`src/rtl/mmio_timer.sv`:
```
// ---------------------------------------------------------------------------
// mmio_timer
//   Memory-mapped timer on the core data bus (load/store responder side).
//   A prescaled 32-bit up-counter with a compare match, overflow detection
//   and sticky write-1-to-clear status flags. The top level muxes
//   Read_Data_o onto the load path whenever Hit_o is high.
//
//   Register window (16 bytes at BASE_ADDR, Address_i[1:0] ignored):
//     0x0 CTRL     [0] EN, [1] AUTO_RELOAD, [2] IRQ_EN, [31:16] PRESCALE
//     0x4 COUNT    R/W, a write also clears the prescaler
//     0x8 COMPARE  R/W
//     0xC STATUS   [0] MATCH, [1] OVERFLOW (sticky, write-1-to-clear)
//
//   Optional feature macro: MMIO_TIMER_IRQ_EN
//     defined     -> Irq_o port present, registered IRQ_EN & (MATCH | OVERFLOW)
//     not defined -> no Irq_o port, CTRL[2] reads 0 and ignores writes
//
// Ports
//   clk           in   1   system clock, rising edge
//   reset         in   1   asynchronous active-high reset
//   Mem_Write_i   in   1   store strobe
//   Mem_Read_i    in   1   load strobe
//   Address_i     in   32  byte address
//   Write_Data_i  in   32  store data
//   Read_Data_o   out  32  load data, combinational, 0 when not selected
//   Hit_o         out  1   address falls inside the register window
//   Irq_o         out  1   interrupt request (MMIO_TIMER_IRQ_EN only)
// ---------------------------------------------------------------------------
module mmio_timer #(
    parameter logic [31:0] BASE_ADDR      = 32'h1001_0100,
    parameter int          PRESCALE_WIDTH = 16
) (
    input  logic        clk,
    input  logic        reset,
    input  logic        Mem_Write_i,
    input  logic        Mem_Read_i,
    input  logic [31:0] Address_i,
    input  logic [31:0] Write_Data_i,
    output logic [31:0] Read_Data_o,
    output logic        Hit_o
`ifdef MMIO_TIMER_IRQ_EN
    ,
    output logic        Irq_o
`endif
);

    logic                      r_en;
    logic                      r_auto;
    logic                      r_irq_en;
    logic [PRESCALE_WIDTH-1:0] r_prescale;
    logic [PRESCALE_WIDTH-1:0] r_presc;
    logic [31:0]               r_count;
    logic [31:0]               r_compare;
    logic                      r_match;
    logic                      r_ovf;

    logic        w_hit;
    logic [1:0]  w_off;
    logic        w_wr_ctrl;
    logic        w_wr_count;
    logic        w_wr_cmp;
    logic        w_wr_status;
    logic        w_tick;
    logic        w_cmp_eq;
    logic        w_set_match;
    logic        w_set_ovf;
    logic [31:0] w_ctrl;
    logic        w_unused_addr_bits;

    // Byte-lane bits of the address carry no information for word registers.
    assign w_unused_addr_bits = &{1'b0, Address_i[1:0]};

    assign w_hit       = (Address_i[31:4] == BASE_ADDR[31:4]);
    assign w_off       = Address_i[3:2];
    assign Hit_o       = w_hit;

    assign w_wr_ctrl   = Mem_Write_i && w_hit && (w_off == 2'd0);
    assign w_wr_count  = Mem_Write_i && w_hit && (w_off == 2'd1);
    assign w_wr_cmp    = Mem_Write_i && w_hit && (w_off == 2'd2);
    assign w_wr_status = Mem_Write_i && w_hit && (w_off == 2'd3);

    // Tick qualification uses the EN value before this edge, so a tick that
    // is already due survives a same-edge write of EN=0.
    assign w_tick   = r_en && (r_presc == r_prescale);
    assign w_cmp_eq = (r_count == r_compare);

    // A CPU store to COUNT discards the whole tick, flag updates included.
    assign w_set_match = w_tick && !w_wr_count && w_cmp_eq;
    assign w_set_ovf   = w_tick && !w_wr_count && !w_cmp_eq && (&r_count);

    always_ff @(posedge clk or posedge reset) begin
        if (reset) begin
            r_en       <= 1'b0;
            r_auto     <= 1'b0;
            r_irq_en   <= 1'b0;
            r_prescale <= '0;
        end else if (w_wr_ctrl) begin
            r_en       <= Write_Data_i[0];
            r_auto     <= Write_Data_i[1];
`ifdef MMIO_TIMER_IRQ_EN
            r_irq_en   <= Write_Data_i[2];
`else
            r_irq_en   <= 1'b0;
`endif
            r_prescale <= Write_Data_i[16 +: PRESCALE_WIDTH];
        end
    end

    always_ff @(posedge clk or posedge reset) begin
        if (reset) begin
            r_presc <= '0;
        end else if (w_wr_count) begin
            r_presc <= '0;
        end else if (r_en) begin
            r_presc <= w_tick ? '0 : r_presc + PRESCALE_WIDTH'(1);
        end
    end

    always_ff @(posedge clk or posedge reset) begin
        if (reset) begin
            r_count <= '0;
        end else if (w_wr_count) begin
            r_count <= Write_Data_i;
        end else if (w_tick) begin
            if (w_cmp_eq) begin
                r_count <= r_auto ? 32'd0 : r_count + 32'd1;
            end else if (&r_count) begin
                r_count <= 32'd0;
            end else begin
                r_count <= r_count + 32'd1;
            end
        end
    end

    always_ff @(posedge clk or posedge reset) begin
        if (reset) begin
            r_compare <= '0;
        end else if (w_wr_cmp) begin
            r_compare <= Write_Data_i;
        end
    end

    // Setting a flag wins over a same-edge write-1-to-clear of that flag.
    always_ff @(posedge clk or posedge reset) begin
        if (reset) begin
            r_match <= 1'b0;
            r_ovf   <= 1'b0;
        end else begin
            r_match <= w_set_match || (r_match && !(w_wr_status && Write_Data_i[0]));
            r_ovf   <= w_set_ovf   || (r_ovf   && !(w_wr_status && Write_Data_i[1]));
        end
    end

`ifdef MMIO_TIMER_IRQ_EN
    logic r_irq;

    // Registered from the flag registers: follows a flag change by one clock.
    always_ff @(posedge clk or posedge reset) begin
        if (reset) begin
            r_irq <= 1'b0;
        end else begin
            r_irq <= r_irq_en && (r_match || r_ovf);
        end
    end

    assign Irq_o = r_irq;
`endif

    always_comb begin
        w_ctrl                         = 32'h0;
        w_ctrl[0]                      = r_en;
        w_ctrl[1]                      = r_auto;
        w_ctrl[2]                      = r_irq_en;
        w_ctrl[16 +: PRESCALE_WIDTH]   = r_prescale;
    end

    always_comb begin
        Read_Data_o = 32'h0;
        if (Mem_Read_i && w_hit) begin
            case (w_off)
                2'd0:    Read_Data_o = w_ctrl;
                2'd1:    Read_Data_o = r_count;
                2'd2:    Read_Data_o = r_compare;
                default: Read_Data_o = {30'h0, r_ovf, r_match};
            endcase
        end
    end

endmodule
```
`config.mk`:
```
export PLATFORM = sky130hd
export DESIGN_NAME = mmio_timer
export DESIGN_NICKNAME = d
export VERILOG_FILES = /design/src/rtl/mmio_timer.sv
export SDC_FILE = /design/constraint.sdc
export NUM_CORES = 1
export LEC_CHECK = 0
export BUFFER_PORTS_ARGS = -buffer_cell sky130_fd_sc_hd__buf_2
export CAP_MARGIN = 20
export CORE_ASPECT_RATIO = 1.4
export CORE_MARGIN = 1.5
export CORE_UTILIZATION = 50
export DETAILED_ROUTE_END_ITERATION = 16
export PLACE_DENSITY_LB_ADDON = 0.08
export SYNTH_ARGS = -nofsm -noshare
export SYNTH_HDL_FRONTEND = slang
export SYNTH_SLANG_ARGS = --single-unit
```
`constraint.sdc`:
```
create_clock -name clk -period 2.8 [get_ports clk]
set_clock_uncertainty 0.1 [all_clocks]
set_input_delay 0.14 -clock clk [delete_from_list [all_inputs] [get_ports clk]]
set_output_delay 0.14 -clock clk [all_outputs]
set_load 0.05 [all_outputs]
```
Yosys cells after proc, flatten, opt, wreduce, memory -nomap -nowiden. Cells that the tools add are included.

Bits in registers: 100. Input bits: 68. Output and inout bits: 33. Logic and storage cells: 51.

$add $sub $neg: 2. Equal/unequal tests: 6. Mux-type cells: 10. Reduce and logical (&&, ||, !) cells: 25.

Operators by type and width (count): $mux W32 (6); $pmux W32 S3 (1); $mux W16 (3); $add A32 B1 Y32 const B (1); $eq A32 B32 Y1 (1); $reduce_and A32 Y1 (1); $eq A28 B25 Y1 const B (1); $add A16 B1 Y16 const B (1); $eq A16 B16 Y1 (1); $logic_and A1 B1 Y1 (15); $eq A2 B2 Y1 const B (2); $logic_not A1 Y1 (4); $reduce_bool A2 Y1 (2); $eq A2 B1 Y1 const B (1); $logic_not A2 Y1 (1); $logic_or A1 B1 Y1 (2).

Longest topological paths before layout.
Depth after elaboration: 8. Mapped depth: 9. Gate-level depth less buffers: 7.

Worst setup path before layout. No wires, ideal clock.

Kind: input to output. Start point: input port Address_i[14]. End point: output port Read_Data_o[10]. Arrival: 2290 ps. Slack: 270 ps. Stages on the path: 6. Buffers on the path: 1. Cell sequence: nor4b_1 -> nand4_1 -> nor2_2 -> nand2_1 -> clkbuf_1 -> nor2_1.

Cells in the longest elaborated chain, start to end: 3.

Ends and longest elaborated chain: from (decl) (line 37) `input logic [31:0] Address_i,`; $eq A28 B25 Y1 (line 73) `assign w_hit = (Address_i[31:4] == BASE_ADDR[31:4]);`; named net Hit_o (line 40) `output logic Hit_o`; $logic_and A1 B1 Y1 (line 179) `if (Mem_Read_i && w_hit) begin`; $mux W32 (line 179); to (decl) (line 39) `output logic [31:0] Read_Data_o,`.

The timed path passes the listed nets, and every way through them passes these cells.

Final worst setup path.
Start point: register r_prescale[7]. End point: register r_count[28].

Cells in the longest elaborated chain, start to end: 3.

Ends and longest elaborated chain: from (decl) (line 50) `logic [PRESCALE_WIDTH-1:0] r_prescale;`; from (signal assigned) (line 105) `r_prescale <= Write_Data_i[16 +: PRESCALE_WIDTH];`; $eq A16 B16 Y1 (line 84) `assign w_tick = r_en && (r_presc == r_prescale);`; $logic_and A1 B1 Y1 (line 84); $reduce_bool A2 Y1 (no line); to (signal assigned) (line 123) `r_count <= Write_Data_i;`; to (signal assigned) (line 126) `r_count <= r_auto ? 32'd0 : r_count + 32'd1;`; to (signal assigned) (line 130) `r_count <= r_count + 32'd1;`; to (decl) (line 52) `logic [31:0] r_count;`.

Every way passes these cells. A chain may end at the register's enable or synchronous reset.

==> flow_summary.yaml <==
status:
  outcome: "completed"
layout:
  nets: 915
  area.growth.synth_to_final_pct: 21.3
  drive_gt1_share_pct: 27.8
  antenna_cells: 0
clock_tree:
  clk_pin_slew_worst_paths_ns: 0.07
  cts-root-buf: "clkbuf_16"
  h-tree-depth: 3
  clkLatencyLatePin_ns: 0.36
  clk_path_buf_depth: 2
  cts_tree: "built"
  cts_buffers: 9
  post_cts_buffers: 0
  cts_sinks: 100
synth:
  postSynthAreaPerCell_um2: 9.37
  synth.top_cell.area_share_pct: 37.6
  async_flop_share_pct: 100
  yosysSeqAreaShare_pct: 37.6
  synth.most_common_cell: "dfrtp_1"
  ys_top_cells_by_area: "dfrtp_1, mux2_2, xor2_1, nor2_1, a41oi_1"
  ys_ff_latch: 100
  synth_top_cell_by_area: "dfrtp_1"
  synth_commonest_cells: "dfrtp_1, nor2_1, mux2_2, xor2_1, nand2_1"
  synthCells: 711
  ys.warnings.count: 0
  synth.distinct_cells: 61
  synthesis.area_mm2: 0.00666
  syn-num-nets: 781
  synth_edf_count: 0
  synth-main-ff-cell: "dfrtp_1"
place:
  dp_hpwl_um: 15000
  place.gp.congestion: 0.925
  preCtsSetupSlack_ns: 0.194
  port_buffers: 98
global_route:
  antenna_found_initial: 0
  grt_max_degree: 101
  grt_pass1_wl_um: 33100
  grt_pass1_vias: 6123
  grt_usage_pct: 31.1
  globalRoute.totalOverflow: 0
timing:
  rsz0062_at_grt: "no"
  setup_viol: 0
  fmaxAchievable_ghz: 0.380
  min_period_ns: 2.63
  timing.final.hold_violations: 0
  period_share_pct: 93.9
  slew_viol_final: 0
  fin_hold_ws_ns: 0.0818
  slew_headroom_pct: 30.6
  tightest_slew_ns: 1.04
  fin_ws_ns: 0.171
  fin_setup_tns_ns: 0
power:
  pwr-share-seq_pct: 49.1
  p_total_mw: 2.94
  power_density_mw_per_mm2: 364
  netSwitchingFraction_pct: 23.4
  internal-power_mw: 2.25
  power_leakage_nw: 3.74
  pwr-share-clk_pct: 44.6
  power_frac_comb_pct: 6.3
  p_sw_mw: 0.687
  ir_worst_vdd_mv: 0.389
floorplan:
  die_w_um: 101
  die_h_um: 140
  start_util_pct: 51.5
  rows: 49
  num_io_pins: 101
  core_area_mm2: 0.0129
  fp.dieArea_mm2: 0.0140
run:
  drv_cap: 0
critical_path:
  worstSetupEndpointType: "flip-flop"
  regToRegStartpoint: "r_prescale[7]$_DFFE_PP0P_"
  path_max_fanout: 19
  startpoint: "r_prescale[7]$_DFFE_PP0P_"
  critPathKind: "reg -> reg"
  worstPathArrival_ns: 2.78
  r2r_slack_ns: 0.17
  cp.required_ns: 2.95
  cp-start-kind: "flip-flop"
detailed_routing:
  detail_route.first_pass.iterations: 5
  drc: 0
  drt-vias-per-instance: 5.95
  num_vias: 6120
  ant_nets: 0
  drt-total-wl_um: 21000
  wl_per_cell_um: 20.4
  initialDrtViolationCount: 359
min_path:
  hp-class: "in -> reg"
  hp-start: "Mem_Write_i"
## kinds of logic (layout without fill, tap and decap cells)
family,Yosys count,count (layout),synth area share [%]
DFF,100,100,37.6
muxes,69,69,11.7
adders and majority gates,2,2,0.376
buffers and inverters,77,216,5.97
AOI/OAI and AO/OA,140,140,14.8
xor gates and xnor gates,66,66,8.68
and+or+nand+nor,257,257,20.9
## cell type report
cell class,count,area [um2]
clock buffers,11,243
clock inverters,5,60.1
fillers,1139,4860
inverters,23,90.1
multi-input cells,534,3770
flip-flops and latches,100,2500
well taps,178,223
repair buffers,177,1190
## layer usage
layer	vias up	track usage, %	share of wire [%]
met5	-	0	0
met4	0	18.3	5.7
met3	64	4.72	4.6
met2	209	51.2	49
met1	2988	38.2	40
li1	2859	-	-
## power groups by stage
stage | registers, mW | clock network [mW] | logic, mW
floorplan | 1.47 | 0 | 0.0648
global placement | 1.47 | 0 | 0.150
detailed placement | 1.47 | 0 | 0.152
CTS | 1.44 | 1.33 | 0.188
global route | 1.44 | 1.39 | 0.205
finish | 1.44 | 1.31 | 0.186
## cell usage in the layout (no fill, tap or decap), drive strengths merged, types with 2 or more instances in the layout
master	n
a21oi	24
a221o	2
a22o	2
a22oi	21
a31oi	8
a32oi	4
a41oi	26
and2	27
and3	10
and4	2
buf	144
clkbuf	11
clkinv	2
clkinvlp	2
dfrtp	100
dlygate4sd3	33
ha	2
inv	23
mux2	50
mux2i	17
mux4	2
nand2	31
nand3	26
nand4	20
nor2	86
nor2b	2
nor3	17
nor3b	2
nor4	17
nor4b	3
o2111ai	13
o211ai	3
o21a	2
o21ai	29
o311ai	3
or2	5
or3	5
xnor2	17
xor2	49
## final timing paths
path	endpoint	cells after the start
worst max-delay path	r_count[28]$_DFFE_PP0P_	7
worst min-delay path	r_match$_DFF_PP0_	4
worst max register to register	r_count[28]$_DFFE_PP0P_	7
worst min register to register	r_ovf$_DFF_PP0_	2
max in group asynchronous	r_count[5]$_DFFE_PP0P_	4
min in group asynchronous	r_count[11]$_DFFE_PP0P_	4
## what timing repair did
action,CTS,global route
gates resized for setup,0,1
hold buffers,33,0
endpoints found under the setup margin,0,2
hold endpoints to repair,165,0
## stage by stage
step                instances  util (%)  cell area (um2)
finish                   1028      62.5             8080
global route             1028      62.5             8080
CTS                      1028      62.4             8070
detailed placement        979      57.5             7440
global placement          979      57.5             7440
floorplan                 711         -             6670
## flip-flops by register name, summed over array words and instances (netlist names)
| signal | cells |
|---|---|
| r_compare | 32 |
| r_count | 32 |
| r_presc | 16 |
| r_prescale | 16 |
| r_auto | 1 |
| r_en | 1 |
| r_match | 1 |
| r_ovf | 1 |
## worst max-delay path: stages (launching register included)
cell     delay (ns)
dfrtp_1        0.47
xor2_1         0.19
or3_4          0.40
nor4_4         0.30
nor3b_4        0.37
buf_4          0.33
a31oi_1        0.12
o21ai_0        0.23
Note: power is estimated with default switching activity, not from simulation.
